[config.mk]
export PLATFORM = sky130hd
export DESIGN_NAME = nanorv32_irq_ctrl_flat
export DESIGN_NICKNAME = d
export VERILOG_FILES = /design/src/rtl/nanorv32_irq_ctrl_if.sv /design/src/rtl/nanorv32_irq_ctrl.sv /design/src/flat_wrapper.sv
export SDC_FILE = /design/constraint.sdc
export NUM_CORES = 1
export LEC_CHECK = 0
export CORE_MARGIN = 1.5
export CORE_UTILIZATION = 43
export CTS_CLUSTER_SIZE = 14
export DETAILED_ROUTE_END_ITERATION = 12
export PLACE_DENSITY = 0.83
export REMOVE_ABC_BUFFERS = 1
export SLEW_MARGIN = 15
export SYNTH_ARGS = -nofsm -noshare
export SYNTH_HDL_FRONTEND = slang
export SYNTH_SLANG_ARGS = --single-unit
[constraint.sdc]
create_clock -name clk -period 1.6 [get_ports clk]
set_input_delay 0.32 -clock clk [delete_from_list [all_inputs] [get_ports clk]]
set_output_delay 0.32 -clock clk [all_outputs]
set_load 0.05 [all_outputs]
[src/rtl/nanorv32_irq_ctrl_if.sv]
// Interface bundle between the interrupt controller and its surroundings.
// The slave side is the controller itself. The master side drives the raw
// lines, the configuration and the flow-control state flag, and observes the
// request and service status.
`timescale 1ns/1ps

interface nanorv32_irq_ctrl_if #(
   parameter int NUM_IRQ  = 8,
   parameter int IRQ_ID_W = 3
);
   // Sources and configuration
   logic [NUM_IRQ-1:0]  irq_in;
   logic [NUM_IRQ-1:0]  irq_edge_sel;
   logic [NUM_IRQ-1:0]  irq_enable;
   logic                global_en;
   logic                pend_clr;
   logic [IRQ_ID_W-1:0] pend_clr_id;

   // Flow-control handshake
   logic                cpu_irq_state;
   logic                irq;
   logic [IRQ_ID_W-1:0] irq_id;
   logic [IRQ_ID_W-1:0] active_id;
   logic                in_service;
   logic                irq_taken;

   // Software readback
   logic [NUM_IRQ-1:0]  pending;

   modport master (
      output irq_in, irq_edge_sel, irq_enable, global_en,
             pend_clr, pend_clr_id, cpu_irq_state,
      input  irq, irq_id, active_id, in_service, irq_taken, pending
   );

   modport slave (
      input  irq_in, irq_edge_sel, irq_enable, global_en,
             pend_clr, pend_clr_id, cpu_irq_state,
      output irq, irq_id, active_id, in_service, irq_taken, pending
   );
endinterface

[src/rtl/nanorv32_irq_ctrl.sv]
// nanorv32 interrupt controller.
// Synchronises the external lines, latches edge events as pending, masks
// them and picks the lowest-index winner, then requests flow control. Entry
// and return are observed through the rise and fall of cpu_irq_state. There
// is no nesting: while a handler runs, new events only accumulate as pending.
`timescale 1ns/1ps

module nanorv32_irq_ctrl #(
   parameter int NUM_IRQ     = 8,
   parameter int IRQ_ID_W    = 3,   // 2**IRQ_ID_W >= NUM_IRQ
   parameter int SYNC_STAGES = 2    // 2..3
) (
   input  logic                clk,
   input  logic                rst_n,
   nanorv32_irq_ctrl_if.slave  bus
);

   typedef enum logic [1:0] {
      IDLE    = 2'd0,
      REQ     = 2'd1,
      SERVICE = 2'd2
   } state_t;

   // ------------------------------------------------------------------
   // Storage
   // ------------------------------------------------------------------
   logic [SYNC_STAGES-1:0][NUM_IRQ-1:0] sync_q;
   logic [NUM_IRQ-1:0]                  sync_d;
   logic [NUM_IRQ-1:0]                  pending_q;
   logic                                cpu_state_d;

   state_t                              state;
   logic                                irq_q;
   logic [IRQ_ID_W-1:0]                 irq_id_q;
   logic [IRQ_ID_W-1:0]                 active_id_q;
   logic                                in_service_q;
   logic                                irq_taken_q;

   // ------------------------------------------------------------------
   // Combinational helpers
   // ------------------------------------------------------------------
   logic [NUM_IRQ-1:0]  sync;
   logic [NUM_IRQ-1:0]  rise;
   logic [NUM_IRQ-1:0]  src;
   logic [NUM_IRQ-1:0]  cand;
   logic                cand_any;
   logic [IRQ_ID_W-1:0] winner;
   logic                rise_c;
   logic                fall_c;
   logic                accept;
   logic [NUM_IRQ-1:0]  pend_set;
   logic [NUM_IRQ-1:0]  pend_clr_vec;

   assign sync   = sync_q[SYNC_STAGES-1];
   assign rise   = sync & ~sync_d;

   // Edge-mode lines are served from their pending bit, level-mode lines
   // straight from the synchronised input.
   assign src    = (bus.irq_edge_sel & pending_q) | (~bus.irq_edge_sel & sync);
   assign cand   = src & bus.irq_enable;
   assign cand_any = (|cand) & bus.global_en;

   assign rise_c = bus.cpu_irq_state & ~cpu_state_d;
   assign fall_c = ~bus.cpu_irq_state & cpu_state_d;

   // Acceptance only counts while a request is actually outstanding; a
   // rise of the state flag in IDLE or SERVICE is ignored.
   assign accept = (state == REQ) && rise_c;

   // Only edge-mode lines ever latch an event.
   assign pend_set = bus.irq_edge_sel & rise;

   // Lowest-index enabled candidate wins.
   // NOTE: every variable assigned in always_comb gets a default first, so no
   // path through the block can leave it unassigned and infer a latch.
   always_comb begin
      winner = '0;
      for (int i = NUM_IRQ - 1; i >= 0; i--) begin
         if (cand[i]) winner = IRQ_ID_W'(i);
      end
   end

   // Decode the two clear sources into a per-line vector; ids that do not
   // name an existing line match no bit and are therefore ignored.
   always_comb begin
      pend_clr_vec = '0;
      for (int i = 0; i < NUM_IRQ; i++) begin
         if (bus.pend_clr && (bus.pend_clr_id == IRQ_ID_W'(i)))
            pend_clr_vec[i] = 1'b1;
         if (accept && (irq_id_q == IRQ_ID_W'(i)) && bus.irq_edge_sel[i])
            pend_clr_vec[i] = 1'b1;
      end
   end

   // ------------------------------------------------------------------
   // Sequential logic
   // ------------------------------------------------------------------

   // Synchroniser chain plus one extra stage for edge detection.
   // NOTE: sequential state is updated with non-blocking assignments so every
   // flop samples the pre-edge value of its neighbour, giving a true shift.
   // NOTE: the synchroniser flops are reset like any other state so that no
   // phantom edge appears on the first cycles after reset.
   always_ff @(posedge clk or negedge rst_n) begin
      if (!rst_n) begin
         sync_q <= '0;
         sync_d <= '0;
      end else begin
         if (SYNC_STAGES > 1)
            sync_q <= {sync_q[SYNC_STAGES-2:0], bus.irq_in};
         else
            sync_q <= bus.irq_in;
         sync_d <= sync;
      end
   end

   // Edge-pending bits; a set in the same cycle as a clear wins.
   always_ff @(posedge clk or negedge rst_n) begin
      if (!rst_n) begin
         pending_q <= '0;
      end else begin
         pending_q <= (pending_q & ~pend_clr_vec) | pend_set;
      end
   end

   // Registered copy of the flow-control interrupt-state flag.
   always_ff @(posedge clk or negedge rst_n) begin
      if (!rst_n) begin
         cpu_state_d <= 1'b0;
      end else begin
         cpu_state_d <= bus.cpu_irq_state;
      end
   end

   // Request / service FSM with registered outputs decoded from the next state.
   always_ff @(posedge clk or negedge rst_n) begin
      if (!rst_n) begin
         state        <= IDLE;
         irq_q        <= 1'b0;
         irq_id_q     <= '0;
         active_id_q  <= '0;
         in_service_q <= 1'b0;
         irq_taken_q  <= 1'b0;
      end else begin
         irq_taken_q <= 1'b0;
         case (state)
            IDLE: begin
               if (cand_any) begin
                  state    <= REQ;
                  irq_q    <= 1'b1;
                  irq_id_q <= winner;
               end
            end

            REQ: begin
               if (rise_c) begin
                  // The id flow control saw at the edge is the one serviced,
                  // even if a lower-index line arrived in the same cycle.
                  state        <= SERVICE;
                  irq_q        <= 1'b0;
                  active_id_q  <= irq_id_q;
                  in_service_q <= 1'b1;
                  irq_taken_q  <= 1'b1;
               end else if (!cand_any) begin
                  // Source withdrawn before acceptance: drop the request.
                  state <= IDLE;
                  irq_q <= 1'b0;
               end else begin
                  // Keep tracking the winner so a lower index pre-empts.
                  irq_id_q <= winner;
               end
            end

            SERVICE: begin
               if (fall_c) begin
                  state        <= IDLE;
                  in_service_q <= 1'b0;
               end
            end

            default: begin
               state        <= IDLE;
               irq_q        <= 1'b0;
               in_service_q <= 1'b0;
            end
         endcase
      end
   end

   // ------------------------------------------------------------------
   // Outputs
   // ------------------------------------------------------------------
   assign bus.irq        = irq_q;
   assign bus.irq_id     = irq_id_q;
   assign bus.active_id  = active_id_q;
   assign bus.in_service = in_service_q;
   assign bus.irq_taken  = irq_taken_q;
   assign bus.pending    = pending_q;

endmodule
[src/flat_wrapper.sv]
// flat-port wrapper written by rule: the top's interface ports become plain ports
module nanorv32_irq_ctrl_flat 
#(
   parameter int NUM_IRQ     = 8,
   parameter int IRQ_ID_W    = 3,                            
   parameter int SYNC_STAGES = 2           
)
  (clk, rst_n, bus_irq_in, bus_irq_edge_sel, bus_irq_enable, bus_global_en, bus_pend_clr, bus_pend_clr_id, bus_cpu_irq_state, bus_irq, bus_irq_id, bus_active_id, bus_in_service, bus_irq_taken, bus_pending);
  nanorv32_irq_ctrl_if #(.NUM_IRQ(NUM_IRQ), .IRQ_ID_W(IRQ_ID_W)) bus_i ();
  input  logic clk;
  input  logic rst_n;
  input wire logic [$bits(bus_i.irq_in)-1:0] bus_irq_in;
  input wire logic [$bits(bus_i.irq_edge_sel)-1:0] bus_irq_edge_sel;
  input wire logic [$bits(bus_i.irq_enable)-1:0] bus_irq_enable;
  input wire logic [$bits(bus_i.global_en)-1:0] bus_global_en;
  input wire logic [$bits(bus_i.pend_clr)-1:0] bus_pend_clr;
  input wire logic [$bits(bus_i.pend_clr_id)-1:0] bus_pend_clr_id;
  input wire logic [$bits(bus_i.cpu_irq_state)-1:0] bus_cpu_irq_state;
  output wire logic [$bits(bus_i.irq)-1:0] bus_irq;
  output wire logic [$bits(bus_i.irq_id)-1:0] bus_irq_id;
  output wire logic [$bits(bus_i.active_id)-1:0] bus_active_id;
  output wire logic [$bits(bus_i.in_service)-1:0] bus_in_service;
  output wire logic [$bits(bus_i.irq_taken)-1:0] bus_irq_taken;
  output wire logic [$bits(bus_i.pending)-1:0] bus_pending;
  assign bus_i.irq_in = bus_irq_in;
  assign bus_i.irq_edge_sel = bus_irq_edge_sel;
  assign bus_i.irq_enable = bus_irq_enable;
  assign bus_i.global_en = bus_global_en;
  assign bus_i.pend_clr = bus_pend_clr;
  assign bus_i.pend_clr_id = bus_pend_clr_id;
  assign bus_i.cpu_irq_state = bus_cpu_irq_state;
  assign bus_irq = bus_i.irq;
  assign bus_irq_id = bus_i.irq_id;
  assign bus_active_id = bus_i.active_id;
  assign bus_in_service = bus_i.in_service;
  assign bus_irq_taken = bus_i.irq_taken;
  assign bus_pending = bus_i.pending;
  nanorv32_irq_ctrl #(.NUM_IRQ(NUM_IRQ), .IRQ_ID_W(IRQ_ID_W), .SYNC_STAGES(SYNC_STAGES)) u_core (.clk(clk), .rst_n(rst_n), .bus(bus_i));
endmodule
Word-level counts from Yosys, hierarchy flattened. Index checks and enable logic that the tools add are counted.

Bits in registers: 44. Output and inout bits: 17.

Multiplexer cells: 41. Reduce and logical (&&, ||, !) cells: 35. Eq/ne operators: 21. Bitwise operators: 18.

Operator list (number): 8-bit AND (6); 3-bit two-way mux (10); 1-bit logical AND (25); 3-bit == test, second input constant (8); 8-bit NOT (3); 1-bit two-way mux (23); 8-bit OR (2); 3-bit by 2-bit == test with 1-bit output, second input constant (4); 3-bit AND reduction (3); 2-bit two-way mux (4); 8-bit OR reduction (1); 3-bit by 1-bit == test with 1-bit output, second input constant (2); 3-bit zero test (2); 2-bit by 1-bit inequality test with 1-bit output, second input constant (3); 1-bit case mux with 3 select lines (2); 2-bit case mux with 3 select lines (1); 3-bit case mux with 2 select lines (1); 1-bit NOT (4); 2-bit AND reduction (2); 1-bit AND (3); 3-bit inequality test, second input constant (1); 2-bit by 1-bit == test with 1-bit output, second input constant (1); 2-bit == test, second input constant (1); 2-bit zero test (1); other kinds (2) (2).

Depth between registers and ports, before layout.
Word-level depth: 15. Mapped depth: 5.

Least setup slack after synthesis. OpenSTA, ideal clock, no wires.

Kind: register to register. Start point: register u_core.pending_q[2], in the netlist u_core.bus.pending[2]. End point: register u_core.irq_id_q[2], in the netlist u_core.bus.irq_id[2]. Setup slack: -322 ps. Period minus slack after synthesis: 1922 ps. Arrival: 1797 ps. Setup time: 125 ps. Path buffers: 0. Cell stages (with the launch flop): 6. Cells stage by stage: dfrtp_1 > mux2i_1 > o2bb2ai_4 > nor4b_4 > nor4b_4 > mux2_4.

Cells in the longest elaborated chain, start to end: 9.

Ends and longest elaborated chain: from (decl) (RTL line nanorv32_irq_ctrl.sv:29) `logic [NUM_IRQ-1:0] pending_q;`; from (signal assigned) (RTL line nanorv32_irq_ctrl.sv:122) `pending_q <= (pending_q & ~pend_clr_vec) | pend_set;`; 8-bit AND * (RTL line nanorv32_irq_ctrl.sv:59) `assign src = (bus.irq_edge_sel & pending_q) | (~bus.irq_edge_sel & sync);`; 8-bit OR * (RTL line nanorv32_irq_ctrl.sv:59); 8-bit AND * (RTL line nanorv32_irq_ctrl.sv:60) `assign cand = src & bus.irq_enable;`; 3-bit two-way mux (3 in series) (RTL line nanorv32_irq_ctrl.sv:79) `if (cand[i]) winner = IRQ_ID_W'(i);`; 3-bit two-way mux * (RTL line nanorv32_irq_ctrl.sv:148, nanorv32_irq_ctrl.sv:164); 3-bit two-way mux (RTL line nanorv32_irq_ctrl.sv:156) `if (rise_c) begin`; 3-bit case mux with 2 select lines * (RTL line nanorv32_irq_ctrl.sv:146) `case (state)`; to (signal assigned) (RTL line nanorv32_irq_ctrl.sv:151) `irq_id_q <= winner;`; to (signal assigned) (RTL line nanorv32_irq_ctrl.sv:170) `irq_id_q <= winner;`; to (decl) (RTL line nanorv32_irq_ctrl.sv:34) `logic [IRQ_ID_W-1:0] irq_id_q;`.

Every way passes the cells marked *; elsewhere a longest branch is shown, timed or not. The select of a mux whose other input is x is not followed. A chain may end at the register's enable or synchronous reset.

Worst setup path after layout.
Start point: register u_core.sync_q (netlist bit u_core.sync[1]). End point: register u_core.irq_id_q[2], in the netlist u_core.bus.irq_id[2].

Cells in the longest elaborated chain, start to end: 8.

Ends and longest elaborated chain: from (decl) (RTL line nanorv32_irq_ctrl.sv:27) `logic [SYNC_STAGES-1:0][NUM_IRQ-1:0] sync_q;`; from (signal assigned) (RTL line nanorv32_irq_ctrl.sv:110) `sync_q <= {sync_q[SYNC_STAGES-2:0], bus.irq_in};`; from (signal assigned) (RTL line nanorv32_irq_ctrl.sv:112) `sync_q <= bus.irq_in;`; 8-bit AND * (RTL line nanorv32_irq_ctrl.sv:59); 8-bit OR * (RTL line nanorv32_irq_ctrl.sv:59); 8-bit AND * (RTL line nanorv32_irq_ctrl.sv:60); 8-bit OR reduction or 3-bit two-way mux (tied branches) (RTL line nanorv32_irq_ctrl.sv:61, nanorv32_irq_ctrl.sv:79); 1-bit AND or 3-bit two-way mux (tied branches) (RTL line nanorv32_irq_ctrl.sv:61, nanorv32_irq_ctrl.sv:79); 3-bit two-way mux * (RTL line nanorv32_irq_ctrl.sv:148, nanorv32_irq_ctrl.sv:164); 3-bit two-way mux (RTL line nanorv32_irq_ctrl.sv:156); 3-bit case mux with 2 select lines * (RTL line nanorv32_irq_ctrl.sv:146).

Marks and branches as above.

==> metrics.txt <==
status=complete, but fails checks; violated checks=negative setup slack; Fin Clk Skew=7.079 ps; Data required, critical path=1780 ps; register bit count reported by yosys=44; Antenna Violating Nets Remaining=0; WL per Instance=14.76 um; sequential-to-total area share from yosys stat=61.03%; effective utilization at floorplan=44.78%; clock tree from TritonCTS=done; Critical Path Sink Type=register; average cell area after synthesis=13.07 sq um; kind of start point of the critical path=register; post-DR vias/cell=5.063; critical path type=reg2reg; Antenna Diode Count=0; Min Hold Slack=94.26 ps; global route total overflow=0; maximum resistive drop on vdd=608.6 uV; Die Span X=67.78 um; Overall Global Routing Usage=20.38%; HPWL after DPL=3242 um; final critical path time including I/O delays and setup=1688 ps; cell row count=23; data arrival time at the worst-slack endpoint=1870 ps; number of non-filler instances in the completed layout=284; final critical-path share of the clock period=105.5%; initial antenna violation count=0; height of the chip=67.78 um; nets@finish=265; buffer cell driving the clock tree root=sky130_fd_sc_hd__clkbuf_8; Top FF cell, synth=sky130_fd_sc_hd__dfrtp_1; RSZ-0062 raised after global routing=yes; GPL Wtd Cong=0.8259; clk sinks=44; Area growth, synth to finish=57.91%; Worst Setup Slack, final=-87.95 ps; DRT Pass-1 Iters=4; count of cell types in the netlist=30; post-placement worst setup slack=-637.8 ps; number of pins exceeding their max-slew limit in the final report=0; H-Tree Level Count=2; number of global-route vias before repair=1518; total via count after detailed routing=1438; critical path peak fanout=2; measured slew at the worst slew-check pin=538.2 ps; number of flops mapped to enable cells by yosys=0; power density over cell area=1253 mW/mm^2; Die Footprint=0.004593 sq mm; fraction of layout instances using a drive strength above 1=35.47%; Hold Path Class=in2async; number of port buffers=48; max-cap viol count=0; relative max-transition margin=64.12%; pin count of the biggest net entering global routing=45; Post-Synthesis Cells=138; count of endpoints failing setup in the final report=3; share of synthesized flip-flops with an asynchronous set or reset=100.0%; CTS Buf Count=5; CORE AREA=0.004029 sq mm; cell area after synthesis=0.001804 sq mm; number of failing hold endpoints at the final stage=0; final routed DRC violation total=0; global-route wire length before repair=6686 um; Setup TNS Final=-182.7 ps; clock slew at the register clock pins of the worst setup and hold paths=80 ps; largest buffer count on any clock path=2; count of placed standard cells including taps=272; total leakage power=1.313 nW; peak clock frequency supported by timing=592.4 MHz; Util after Layout=70.71%; worst-skew pair later-pin latency=300 ps; synth warn=0; count of routing violations after the opening detailed-route iteration=82; I/O pin total=49; total length of routed wires=4193 um
synthesized netlist by cell type (2+ instances only):
cell type                   instances  area (sq um)
sky130_fd_sc_hd__dfrtp_1           44          1101
sky130_fd_sc_hd__inv_1              9         33.78
sky130_fd_sc_hd__mux2_2             3         33.78
sky130_fd_sc_hd__mux2_4             4         60.06
sky130_fd_sc_hd__mux2i_1            5         50.05
sky130_fd_sc_hd__nand2_1           17         63.81
sky130_fd_sc_hd__nand2b_1           3         18.77
sky130_fd_sc_hd__nand3_1            2         10.01
sky130_fd_sc_hd__nand3b_1           8         60.06
sky130_fd_sc_hd__nor2_1             6         22.52
sky130_fd_sc_hd__nor4b_1            2         17.52
sky130_fd_sc_hd__nor4b_4            2         47.55
sky130_fd_sc_hd__o211ai_1           2         15.01
sky130_fd_sc_hd__o21ai_0            8         40.04
sky130_fd_sc_hd__o221ai_1           6         52.55
sky130_fd_sc_hd__o2bb2ai_4          2         55.05
sky130_fd_sc_hd__o31ai_1            2         15.01
final cells by class:
| class | count | area (sq um) |
|---|---|---|
| fillers | 275 | 1180 |
| flip-flops and latches | 44 | 1101 |
| repair buffers | 88 | 860.8 |
| multi-input cells | 85 | 700.7 |
| clock buffers | 8 | 90.09 |
| well taps | 50 | 62.56 |
| inverters | 9 | 33.78 |
where the power goes:
part	total, mW	switching (mW)	internal [mW]	leakage (nW)
Combinational	1.48	0.786	0.695	0.754
Sequential	1.39	0.127	1.26	0.514
Clock	0.699	0.347	0.352	0.0455
repair_timing:
item                                    4_1_cts  5_1_grt
hold buffers                                  0        0
pin swaps                                     4        2
endpoints found under the setup margin        5        7
setup buffers                                 2        2
gates resized for setup                      13        3
state kept, by name, summed over array words and instances, names as in the netlist, 2 cells and up:
name,count
u_core.bus.pending,8
u_core.sync,8
u_core.sync_d,8
u_core.sync_q,8
u_core.bus.active_id,3
u_core.bus.irq_id,3
u_core.state,2
kinds of logic (layout without fill, tap and decap cells):
family	Yosys count	count (layout)	synth area share, %
DFF	44	44	61.03
muxes	13	13	8.738
buffers and inverters	9	105	1.872
AOI/OAI and AO/OA	28	28	13.66
and+or+nand+nor	44	44	14.70
metal layers:
metal | global-route usage, % | share of wire, % | vias up
met5 | 0 | 0 | -
met4 | 8.250 | 1.6 | 0
met3 | 4.167 | 5.1 | 7
met2 | 36.03 | 51 | 43
met1 | 24.10 | 42 | 704
li1 | - | - | 684
cells in the final DEF, fill, tap and decap left out, types with 2 or more instances in the layout:
cell type	synthesis	final
sky130_fd_sc_hd__o221ai_1	6	6
sky130_fd_sc_hd__o2bb2ai_4	2	2
sky130_fd_sc_hd__nand2b_1	3	3
sky130_fd_sc_hd__nor4b_4	2	2
sky130_fd_sc_hd__mux2_2	3	2
sky130_fd_sc_hd__inv_1	9	9
sky130_fd_sc_hd__buf_4	0	46
sky130_fd_sc_hd__clkbuf_1	0	2
sky130_fd_sc_hd__nand3b_1	8	8
sky130_fd_sc_hd__o211ai_1	2	2
sky130_fd_sc_hd__mux2i_2	1	3
sky130_fd_sc_hd__nand3_1	2	2
sky130_fd_sc_hd__o21ai_0	8	7
sky130_fd_sc_hd__o31ai_1	2	2
sky130_fd_sc_hd__dlygate4sd2_1	0	8
sky130_fd_sc_hd__buf_12	0	11
sky130_fd_sc_hd__dfrtp_1	44	44
sky130_fd_sc_hd__nor2_1	6	5
sky130_fd_sc_hd__mux2i_1	5	3
sky130_fd_sc_hd__clkbuf_8	0	6
sky130_fd_sc_hd__nand2_1	17	17
sky130_fd_sc_hd__clkdlybuf4s50_1	0	22
sky130_fd_sc_hd__mux2_4	4	5
final timing paths:
kind                                   from                    end  slack (ps)  cells past startpoint
max                          u_core.sync[1]   u_core.bus.irq_id[2]         -90                      5
min                                   rst_n  u_core.bus.in_service          90                      2
max reg2reg                  u_core.sync[1]   u_core.bus.irq_id[2]         -90                      5
min reg2reg                u_core.sync_q[6]         u_core.sync[6]         350                      0
max in group asynchronous             rst_n       u_core.sync_d[3]        1130                      2
min in group clk           u_core.sync_q[6]         u_core.sync[6]         350                      0
stage by stage:
step | instance area (sq um) | power, mW
2_1_floorplan | 1804 | 2.097
3_3_place_gp | 2708 | 2.830
3_5_place_dp | 2708 | 2.866
4_1_cts | 2820 | 3.579
5_1_grt | 2849 | 3.728
6_report | 2849 | 3.570
worst max-delay path, cell delays in order (launching register included):
cell and delay (ps):
sky130_fd_sc_hd__dfrtp_1 380, sky130_fd_sc_hd__mux2_4 290, sky130_fd_sc_hd__o2bb2ai_4 140, sky130_fd_sc_hd__nor4b_4 370, sky130_fd_sc_hd__nor4b_4 90, sky130_fd_sc_hd__mux2_4 310
No activity file was read; power rests on OpenSTA's default activity.
